**config.mk**
```make
export PLATFORM = sky130hd
export DESIGN_NAME = fnd_digit_scan_ctrl
export DESIGN_NICKNAME = d
export VERILOG_FILES = /design/src/rtl/fnd_pkg.sv /design/src/rtl/fnd_scan_divider.sv /design/src/rtl/fnd_digit_scan_ctrl.sv
export SDC_FILE = /design/constraint.sdc
export NUM_CORES = 1
export LEC_CHECK = 0
export ABC_AREA = 1
export CAP_MARGIN = 20
export CORE_ASPECT_RATIO = 1.1
export CORE_MARGIN = 2
export CORE_UTILIZATION = 45
export CTS_CLUSTER_DIAMETER = 50
export DETAILED_ROUTE_END_ITERATION = 10
export PLACE_DENSITY = 0.61
export SKIP_LAST_GASP = 1
export SLEW_MARGIN = 25
export SYNTH_ARGS = -nofsm -noshare
export SYNTH_HDL_FRONTEND = slang
export SYNTH_HIERARCHICAL = 1
export SYNTH_SLANG_ARGS = --single-unit
```
**constraint.sdc**
```tcl
create_clock -name i_clk -period 11.18 [get_ports i_clk]
set_input_delay 3.354 -clock i_clk [delete_from_list [all_inputs] [get_ports i_clk]]
set_output_delay 3.354 -clock i_clk [all_outputs]
set_load 0.005 [all_outputs]
```
**src/rtl/fnd_pkg.sv**
```systemverilog
// rtl/fnd_pkg.sv - shared constants and helpers for the FND digit scan controller
package fnd_pkg;

    // Board defaults for a 100 MHz system clock: 1 ms slots, 160 ns dead-time.
    localparam int DEFAULT_SCAN_DIV    = 100_000;
    localparam int DEFAULT_DEAD_CYCLES = 16;

    // Width of the digit position index; never narrower than one bit.
    function automatic int pos_width(input int num_digits);
        return (num_digits <= 2) ? 1 : $clog2(num_digits);
    endfunction

    // Level of an inactive digit enable for the given polarity.
    function automatic logic digit_off(input logic active_low);
        return active_low;
    endfunction

endpackage

```
**src/rtl/fnd_scan_divider.sv**
```systemverilog
// rtl/fnd_scan_divider.sv - slot cycle counter and digit position rotation
module fnd_scan_divider #(
    parameter int NUM_DIGITS = 4,
    parameter int SCAN_DIV   = 16,
    parameter int PW         = 2,
    parameter int KW         = 4
) (
    input  logic          clk,
    input  logic          rst_n,
    output logic [KW-1:0] k,
    output logic [KW-1:0] k_next,
    output logic [PW-1:0] pos,
    output logic [PW-1:0] pos_next,
    output logic          tick
);

    localparam logic [KW-1:0] K_LAST = KW'(SCAN_DIV - 1);
    localparam logic [PW-1:0] P_LAST = PW'(NUM_DIGITS - 1);

    // Next slot cycle and position; the position advances only when the slot wraps.
    always_comb begin
        k_next   = k + KW'(1);
        pos_next = pos;
        if (k == K_LAST) begin
            k_next   = '0;
            pos_next = (pos == P_LAST) ? '0 : pos + PW'(1);
        end
    end

    // Counters plus a registered tick that lines up with the last cycle of the slot.
    always_ff @(posedge clk or negedge rst_n) begin
        if (!rst_n) begin
            k    <= '0;
            pos  <= '0;
            tick <= 1'b0;
        end else begin
            k    <= k_next;
            pos  <= pos_next;
            tick <= (k_next == K_LAST);
        end
    end

endmodule

```
**src/rtl/fnd_digit_scan_ctrl.sv**
```systemverilog
// rtl/fnd_digit_scan_ctrl.sv - multiplexed FND digit scan with dead-time, blanking and PWM
module fnd_digit_scan_ctrl
    import fnd_pkg::*;
#(
    parameter int NUM_DIGITS  = 4,
    parameter int SCAN_DIV    = DEFAULT_SCAN_DIV,
    parameter int BRIGHT_W    = 3,
    parameter int DEAD_CYCLES = DEFAULT_DEAD_CYCLES,
    parameter int ACTIVE_LOW  = 1,
    localparam int PW         = pos_width(NUM_DIGITS)
) (
    input  logic                  i_clk,
    input  logic                  i_reset_n,
    input  logic                  i_enable,
    input  logic [NUM_DIGITS-1:0] i_blank_mask,
    input  logic [BRIGHT_W-1:0]   i_brightness,
    output logic [PW-1:0]         o_digitPosition,
    output logic [NUM_DIGITS-1:0] o_digit,
    output logic                  o_scan_tick
);

    localparam int KW   = $clog2(SCAN_DIV);
    localparam int ON_W = KW + 1;
    localparam int SUB  = SCAN_DIV >> BRIGHT_W;
    localparam logic [NUM_DIGITS-1:0] OFF_VEC = {NUM_DIGITS{digit_off(ACTIVE_LOW != 0)}};

    logic [KW-1:0]         k;
    logic [KW-1:0]         k_next;
    logic [PW-1:0]         pos_next;
    logic [BRIGHT_W-1:0]   held_bright;
    logic                  held_blank;
    logic                  use_live;
    logic [BRIGHT_W-1:0]   bright_eff;
    logic                  blank_eff;
    logic [ON_W-1:0]       on_end;
    logic                  in_window;
    logic                  digit_on;
    logic [NUM_DIGITS-1:0] digit_next;

    fnd_scan_divider #(
        .NUM_DIGITS (NUM_DIGITS),
        .SCAN_DIV   (SCAN_DIV),
        .PW         (PW),
        .KW         (KW)
    ) u_divider (
        .clk      (i_clk),
        .rst_n    (i_reset_n),
        .k        (k),
        .k_next   (k_next),
        .pos      (o_digitPosition),
        .pos_next (pos_next),
        .tick     (o_scan_tick)
    );

    // Mask bit and brightness are captured during the first cycle of each slot.
    always_ff @(posedge i_clk or negedge i_reset_n) begin
        if (!i_reset_n) begin
            held_bright <= '0;
            held_blank  <= 1'b0;
        end else if (k == '0) begin
            held_bright <= i_brightness;
            held_blank  <= i_blank_mask[o_digitPosition];
        end
    end

    // Enable for the coming cycle. While the slot-start sample is being taken (and on the
    // edge entering a slot, which only matters with zero dead-time) the live inputs stand in
    // for the held copies so every cycle of a slot sees the same sampled values.
    always_comb begin
        use_live   = (k == '0) || (k_next == '0);
        bright_eff = use_live ? i_brightness : held_bright;
        blank_eff  = use_live ? i_blank_mask[pos_next] : held_blank;
        on_end     = ON_W'((int'(bright_eff) + 1) * SUB);
        in_window  = ({1'b0, k_next} >= ON_W'(DEAD_CYCLES)) && ({1'b0, k_next} < on_end);
        digit_on   = i_enable && !blank_eff && in_window;
        digit_next = OFF_VEC ^ (digit_on ? (NUM_DIGITS'(1) << pos_next) : '0);
    end

    // Registered digit enables so outputs change in step with the position.
    always_ff @(posedge i_clk or negedge i_reset_n) begin
        if (!i_reset_n) begin
            o_digit <= OFF_VEC;
        end else begin
            o_digit <= digit_next;
        end
    end

endmodule

```
==> reports/metrics.cfg, run 1 <==
[floorplan]
coreArea_um2 = 5806
io_pins = 17
die_height_um = 85.54
initial_core_util = 0.4685
row_count = 29
dieArea_um2 = 6683
die_w_um = 78.13

[critical_path]
cp.arrival_ns = 7.44
cp-startpoint = i_brightness[0]
critPathKind = input port to flip-flop
rr_endpoint = o_digit[1]
r2r_start = u_divider/k[1]
reg2reg_depth = 36
cp_data_required_time_ns = 11.39
endpoint_kind = flip-flop
critPathLaunchType = input port
r2r_slack_ns = 5.35
crit_path_max_fanout = 7

[sta]
max_slew.worst_pin.slew_ns = 0.4789
setup_violations = 0
finalClockSkew_ns = 0.007550
slew_headroom = 0.6783
hold_slack_ns = 0.5257
postLayoutSetupSlackWorst_ns = 3.948
hold_viol = 0
slew_violations = 0
finalCritPeriodShare = 0.6469
fmax_mhz = 138.3
fin_crit_ns = 7.232
tns_ns = 0
rsz0062_at_grt = false

[detailed_routing]
wl_per_cell_um = 13.40
drt_pass1_iterations = 4
post-route-drc-count = 0
routed_wl_um = 6470
drt-initial-drc-count = 246
postRouteAntennaNets = 0
vias_per_cell = 5.056
vias = 2442

[clock_tree]
clk_pin_slew_worst_paths_ns = 0.11
ctsLongestPathBuffers = 2
htreeDepth = 1
cts_tree = built
clk_latency_ns = 0.28
cts_root_buf = clkbuf_8
cts_buffers = 3
cts_sinks = 28
post-cts-setup-buffers = 0
postCtsHoldBufs = 0
post_cts_resized = 0

[cells_and_area]
multi_input_area_um2 = 1797
final_core_util = 0.5263
area_growth_pct = 12.33
area.sequential_um2 = 705.7
layout-drive-gt1-share = 0.1084
fill_cells = 592
final_common_cell = nand2_1
fin_nets = 452
layout_common_cells = nand2_1, nor2_1, inv_1
diodes = 0

[logic_synthesis]
syn-num-nets = 430
syn_inst = 385
yosysUniqueCellTypes = 34
yosys_register_bits = 28
yosysWarnings = 6
netlist_area_um2 = 2720
syn_area_per_cell_um2 = 7.065
seq_area_frac_synth = 0.2594

[global_routing]
antenna_found_initial = 0
gr-usage-all-layers = 0.2089
use_met3 = 0.01263
top_usage_layer = met2
grt_max_degree = 29
grt_pass1_wl_um = 11140
grtUsageMet2 = 0.3487
overflow = 0
grtUsageMet1 = 0.2933
grt_pass1_vias = 2349

[power]
p_leak_nw = 1.597
p_switching_mw = 0.06867
switching_share = 0.2799
power.combinational.fraction = 0.247
clkPwrFrac = 0.334
p_per_area_nw_per_um2 = 80.29
seqPwrFrac = 0.419
internal-power_mw = 0.1767
vdd_drop_max_uv = 59.09

[place]
port_buffers = 16
dp_hpwl_um = 5289
place_ws_ns = 3.641
globalplace.congestion = 0.9946

[status]
run_status = complete, no violations

[hold_path]
hold_depth = 2
holdPathEnd = held_bright[1]
hold_start = held_bright[1]
hold_path_class = flip-flop to flip-flop

[flow_run]
maxCapViolCount = 0

==> logic make-up after synthesis <==
| kind of cell | after synthesis | synth area share |
|---|---|---|
| compound gates | 30 | 0.06762 |
| buf+inv | 58 | 0.08004 |
| fa+ha+maj | 35 | 0.1610 |
| xor+xnor | 12 | 0.04140 |
| simple gates | 222 | 0.3905 |
| flops | 28 | 0.2594 |
==> metal layers <==
layer  vias up  share of wire
li1       1279              -
met1      1118           0.48
met2        39           0.48
met3         6          0.025
met4         0          0.015
met5         -              0
==> state kept, by name, indices dropped and copies added (netlist names) <==
| register | flops |
|---|---|
| u_divider/k | 17 |
| o_digit | 4 |
| held_bright | 3 |
| u_divider/pos | 2 |
| held_blank | 1 |
| u_divider/tick | 1 |
==> through the flow <==
stage,power [mW],std cells,instance area (µm²)
after CTS,0.2465,483,3055
after global placement,0.1649,479,2984
after global routing,0.2612,483,3055
final,0.2453,483,3055
after floorplan,0.1489,385,2720
after detailed placement,0.1660,479,2984
==> power by group through the flow <==
| stage | clock [mW] | sequential (mW) | combinational [mW] |
|---|---|---|---|
| finish | 0.0820 | 0.103 | 0.0606 |
| global route | 0.0874 | 0.103 | 0.0709 |
| CTS | 0.0820 | 0.103 | 0.0617 |
| detailed placement | 0 | 0.105 | 0.0614 |
| global placement | 0 | 0.105 | 0.0603 |
| floorplan | 0 | 0.105 | 0.0443 |
==> critical path, stage by stage <==
cell and delay (ns):
clkdlybuf4s50_1 0.52, nand2_4 0.07, nand2_4 0.07, inv_1 0.13, nor3_1 0.44, ha_1 0.27
xor2_1 0.08, ha_1 0.19, a21o_1 0.15, ha_1 0.34, nand3_1 0.12, nand2_1 0.07
nand2_1 0.06, a21boi_0 0.15, o21ai_0 0.09, a21oi_1 0.20, nand2_1 0.07, a21boi_0 0.21
xnor2_1 0.15, ha_1 0.25, nand3_1 0.11, nor2_1 0.06, nor2_2 0.16, nand3_1 0.10
==> worst max-delay path by stage <==
stage                  to  cells past startpoint  slack [ns]
2_1_floorplan  o_digit[0]                     23        4.61
3_3_place_gp   o_digit[0]                     24        3.75
3_5_place_dp   o_digit[1]                     24        3.64
4_1_cts        o_digit[1]                     24        3.93
5_1_grt        o_digit[3]                     24        3.54
6_report       o_digit[1]                     24        3.95
==> area by class of cell <==
type | instances | area share
Clock inverter | 1 | 0.009828
Tap cell | 77 | 0.03153
Timing Repair Buffer | 17 | 0.05487
Sequential cell | 28 | 0.2310
Clock buffer | 3 | 0.01351
Multi-Input combinational cell | 299 | 0.5880
Inverter | 58 | 0.07125
==> cell usage after synthesis <==
library cell / number / share of area
inv_1: 56 / 0.077
nand2_2: 6 / 0.014
nand3_2: 5 / 0.018
nand3_1: 21 / 0.039
o32ai_1: 1 / 0.0032
xor2_1: 7 / 0.023
and2_1: 1 / 0.0023
xnor2_1: 4 / 0.013
a211oi_1: 3 / 0.0083
nor3_4: 1 / 0.0060
o21ai_2: 1 / 0.0032
nand2_1: 96 / 0.13
o211ai_1: 1 / 0.0028
a31o_2: 1 / 0.0032
nand2_4: 3 / 0.012
xor2_2: 1 / 0.0060
a21oi_1: 8 / 0.015
a21boi_0: 2 / 0.0055
nand4_1: 10 / 0.023
a22oi_1: 1 / 0.0028
a31oi_1: 2 / 0.0046
ha_1: 35 / 0.16
dfstp_2: 4 / 0.039
nor3_1: 5 / 0.0092
nor2_1: 59 / 0.081
nand3_4: 2 / 0.013
a21o_1: 1 / 0.0028
o21ai_0: 8 / 0.015
inv_2: 2 / 0.0028
or2_4: 1 / 0.0032
o21ai_1: 1 / 0.0018
nor2_2: 7 / 0.016
dfrtp_1: 24 / 0.22
nor2_4: 5 / 0.021
(Power assumes the default switching activity.)
==> run 2, diff against run 1 <==
--- a/config.mk
+++ b/config.mk
@@ -12,7 +12,7 @@
 export CORE_UTILIZATION = 45
 export CTS_CLUSTER_DIAMETER = 50
 export DETAILED_ROUTE_END_ITERATION = 10
-export PLACE_DENSITY = 0.61
+export PLACE_DENSITY = 0.64
 export SKIP_LAST_GASP = 1
 export SLEW_MARGIN = 25
 export SYNTH_ARGS = -nofsm -noshare
==> constraint.sdc (replaced) <==
create_clock -name i_clk -period 5.9 [get_ports i_clk]
set_input_delay 1.77 -clock i_clk [delete_from_list [all_inputs] [get_ports i_clk]]
set_output_delay 1.77 -clock i_clk [all_outputs]
set_load 0.005 [all_outputs]
==> run 2 against run 1 <==
Effect of this change: sequential power is 89% higher; clock skew is 0.0035 ns higher; core utilization is 1.7 points higher; critical endpoint is now o_digit[3]; largest cell class unchanged.
==> reports/metrics.cfg, run 2 (same netlist as run 1, synthesis figures left out) <==
[hold_path]
holdPathEnd = held_bright[1]
hold_start = held_bright[1]
hold_depth = 2  ; unchanged
hold_path_class = flip-flop to flip-flop

[clock_tree]
postCtsHoldBufs = 0  ; unchanged
ctsLongestPathBuffers = 2  ; unchanged
htreeDepth = 1  ; unchanged
cts_tree = built
cts_root_buf = clkbuf_8
cts_buffers = 3  ; unchanged
clk_latency_ns = 0.28  ; about the same
clk_pin_slew_worst_paths_ns = 0.11  ; about the same
cts_sinks = 28  ; unchanged

[cells_and_area]
final_common_cell = nand2_1
layout_common_cells = nand2_1, inv_1, nor2_1
fin_nets = 458  ; +1.3%
final_core_util = 0.5429  ; +0.01660
layout.cells.non_filler = 489  ; +1.2%
largest_register_ffs = 17  ; unchanged
reg_top3 = u_divider/k x17, o_digit x4, held_bright x3
area_growth_pct = 15.87
regMostFlops = u_divider/k
design_area_um2 = 3152  ; +3.2%
diodes = 0  ; unchanged
area.sequential_um2 = 705.7  ; unchanged
fill_cells = 573  ; -3.2%
layout-drive-gt1-share = 0.1481  ; +0.03968
multi_input_area_um2 = 1848  ; +2.9%

[place]
globalplace.congestion = 0.9861  ; -0.85%
place_ws_ns = 0.1444  ; -3.496 ns
place_area_um2 = 2999  ; +0.50%
dp_hpwl_um = 5272  ; -0.31%
dp.cells = 481  ; +0.42%
port_buffers = 16  ; unchanged

[critical_path]
endpoint_kind = flip-flop
cp.arrival_ns = 5.60  ; -1.84 ns
rr_endpoint = o_digit[3]
crit_slowest_cell = dfrtp_1
crit_path_max_fanout = 6  ; -1
cp_data_required_time_ns = 6.12  ; -5.27 ns
cp-startpoint = u_divider/k[0]
r2r_slack_ns = 0.52  ; -4.83 ns
reg2reg_depth = 33  ; -8.3%
critPathKind = flip-flop to flip-flop
r2r_start = u_divider/k[0]
cpPeakStageDelay_ns = 0.39  ; -0.13 ns
critPathLaunchType = flip-flop

[global_routing]
grtUsageMet2 = 0.3480  ; -0.0007837
grt_max_degree = 29  ; unchanged
grtUsageMet1 = 0.2673  ; -0.02601
grt_pass1_vias = 2272  ; -3.3%
top_usage_layer = met2
gr-usage-all-layers = 0.2008  ; -0.008106
use_met3 = 0.01579  ; +0.003158
grt_pass1_wl_um = 10710  ; -3.9%
antenna_found_initial = 0  ; unchanged
overflow = 0  ; unchanged

[detailed_routing]
drt-initial-drc-count = 157  ; -36%
routed_wl_um = 6536  ; +1.0%
postRouteAntennaNets = 0  ; unchanged
wl_per_cell_um = 13.37  ; -0.22%
vias = 2512  ; +2.9%
vias_per_cell = 5.137  ; +1.6%
post-route-drc-count = 0  ; unchanged
drt_pass1_iterations = 4  ; unchanged

[sta]
finalClockSkew_ns = 0.01104  ; +0.003485 ns
hold_viol = 0  ; unchanged
slew_violations = 0  ; unchanged
finalCritPeriodShare = 0.9127
fin_crit_ns = 5.385
tns_ns = 0  ; unchanged
slew_headroom = 0.7374  ; +0.05910
postLayoutSetupSlackWorst_ns = 0.5152  ; -3.432 ns
fmax_mhz = 185.7
max_slew.worst_pin.slew_ns = 0.3921  ; -0.08679 ns
setup_violations = 0  ; unchanged

[floorplan]
initial_core_util = 0.4685  ; unchanged
coreArea_um2 = 5806  ; unchanged
io_pins = 17  ; unchanged
row_count = 29  ; unchanged
die_height_um = 85.54  ; unchanged
die_w_um = 78.13  ; unchanged
dieArea_um2 = 6683  ; unchanged

[power]
p_per_area_nw_per_um2 = 149.0  ; +86%
seqPwrFrac = 0.415  ; -0.004
vdd_drop_max_uv = 93.71  ; +59%
p_switching_mw = 0.1306  ; +90%
switching_share = 0.2781  ; -0.001816
power.combinational.fraction = 0.257  ; +0.010
p_leak_nw = 1.627  ; +1.9%
internal-power_mw = 0.3389  ; +92%
clkPwrFrac = 0.328  ; -0.006

[status]
run_status = complete, no violations

[flow_run]
maxCapViolCount = 0  ; unchanged

==> run 2: cell count changes in the layout (fill, tap and decap cells not counted), moves of 2 or more <==
cell,change
inv_1,-2
buf_4,+6
nor2_1,-5
a21boi_0,-2
nor2_2,+4
inv_2,+2
==> run 2: critical path, delay by kind of cell, from the launching register on <==
family                     cells  cell delay, ns
and+or+nand+nor               19            2.06
DFF                            1            0.39
buffers and inverters          3            0.29
AOI/OAI and AO/OA              3            0.39
adders and majority gates      6            1.77
xor gates and xnor gates       2            0.40
==> run 2: through the flow <==
stage                     power [mW]  hold WS (ns)
after detailed placement      0.3137        0.4937
after floorplan               0.2822        0.4699
after global placement        0.3124        0.4902
final                         0.4695        0.5208
after global routing          0.5014        0.5481
after CTS                     0.4680        0.5233
==> run 2: metal layers <==
layer  routed length, µm  share of wire  up-vias
li1                    -              -     1291
met5                   0              0        -
met1                3146           0.48     1173
met3                 123          0.019        6
met4                  87          0.013        0
met2                3178           0.49       42
==> run 2: cell type report <==
class	count	area share
multi-input combinational	299	0.5863
sequential	28	0.2239
inverter	58	0.06908
timing repair buffer	23	0.06749
tap	77	0.03057
clock buffer	3	0.01310
clock inverter	1	0.009528
==> run 2: worst max path at each step <==
stage	endpoint	slack, ns	cells past startpoint
6_report	o_digit[3]	0.52	33
5_1_grt	o_digit[2]	-0.01	37
4_1_cts	o_digit[3]	0.29	34
3_5_place_dp	o_digit[3]	0.14	23
3_3_place_gp	o_digit[1]	0.23	23
2_1_floorplan	o_digit[0]	0.92	23
==> run 2: repair_timing <==
action                     4_1_cts  5_1_grt
setup buffers                    0        4
setup endpoints to repair        0        4
resized for setup                0       15
==> run 2: power by group through the flow <==
stage	logic, mW	registers [mW]	clock network (mW)
CTS	0.116	0.195	0.157
floorplan	0.0839	0.198	0
finish	0.121	0.195	0.154
detailed placement	0.115	0.198	0
global placement	0.114	0.198	0
global route	0.139	0.195	0.167
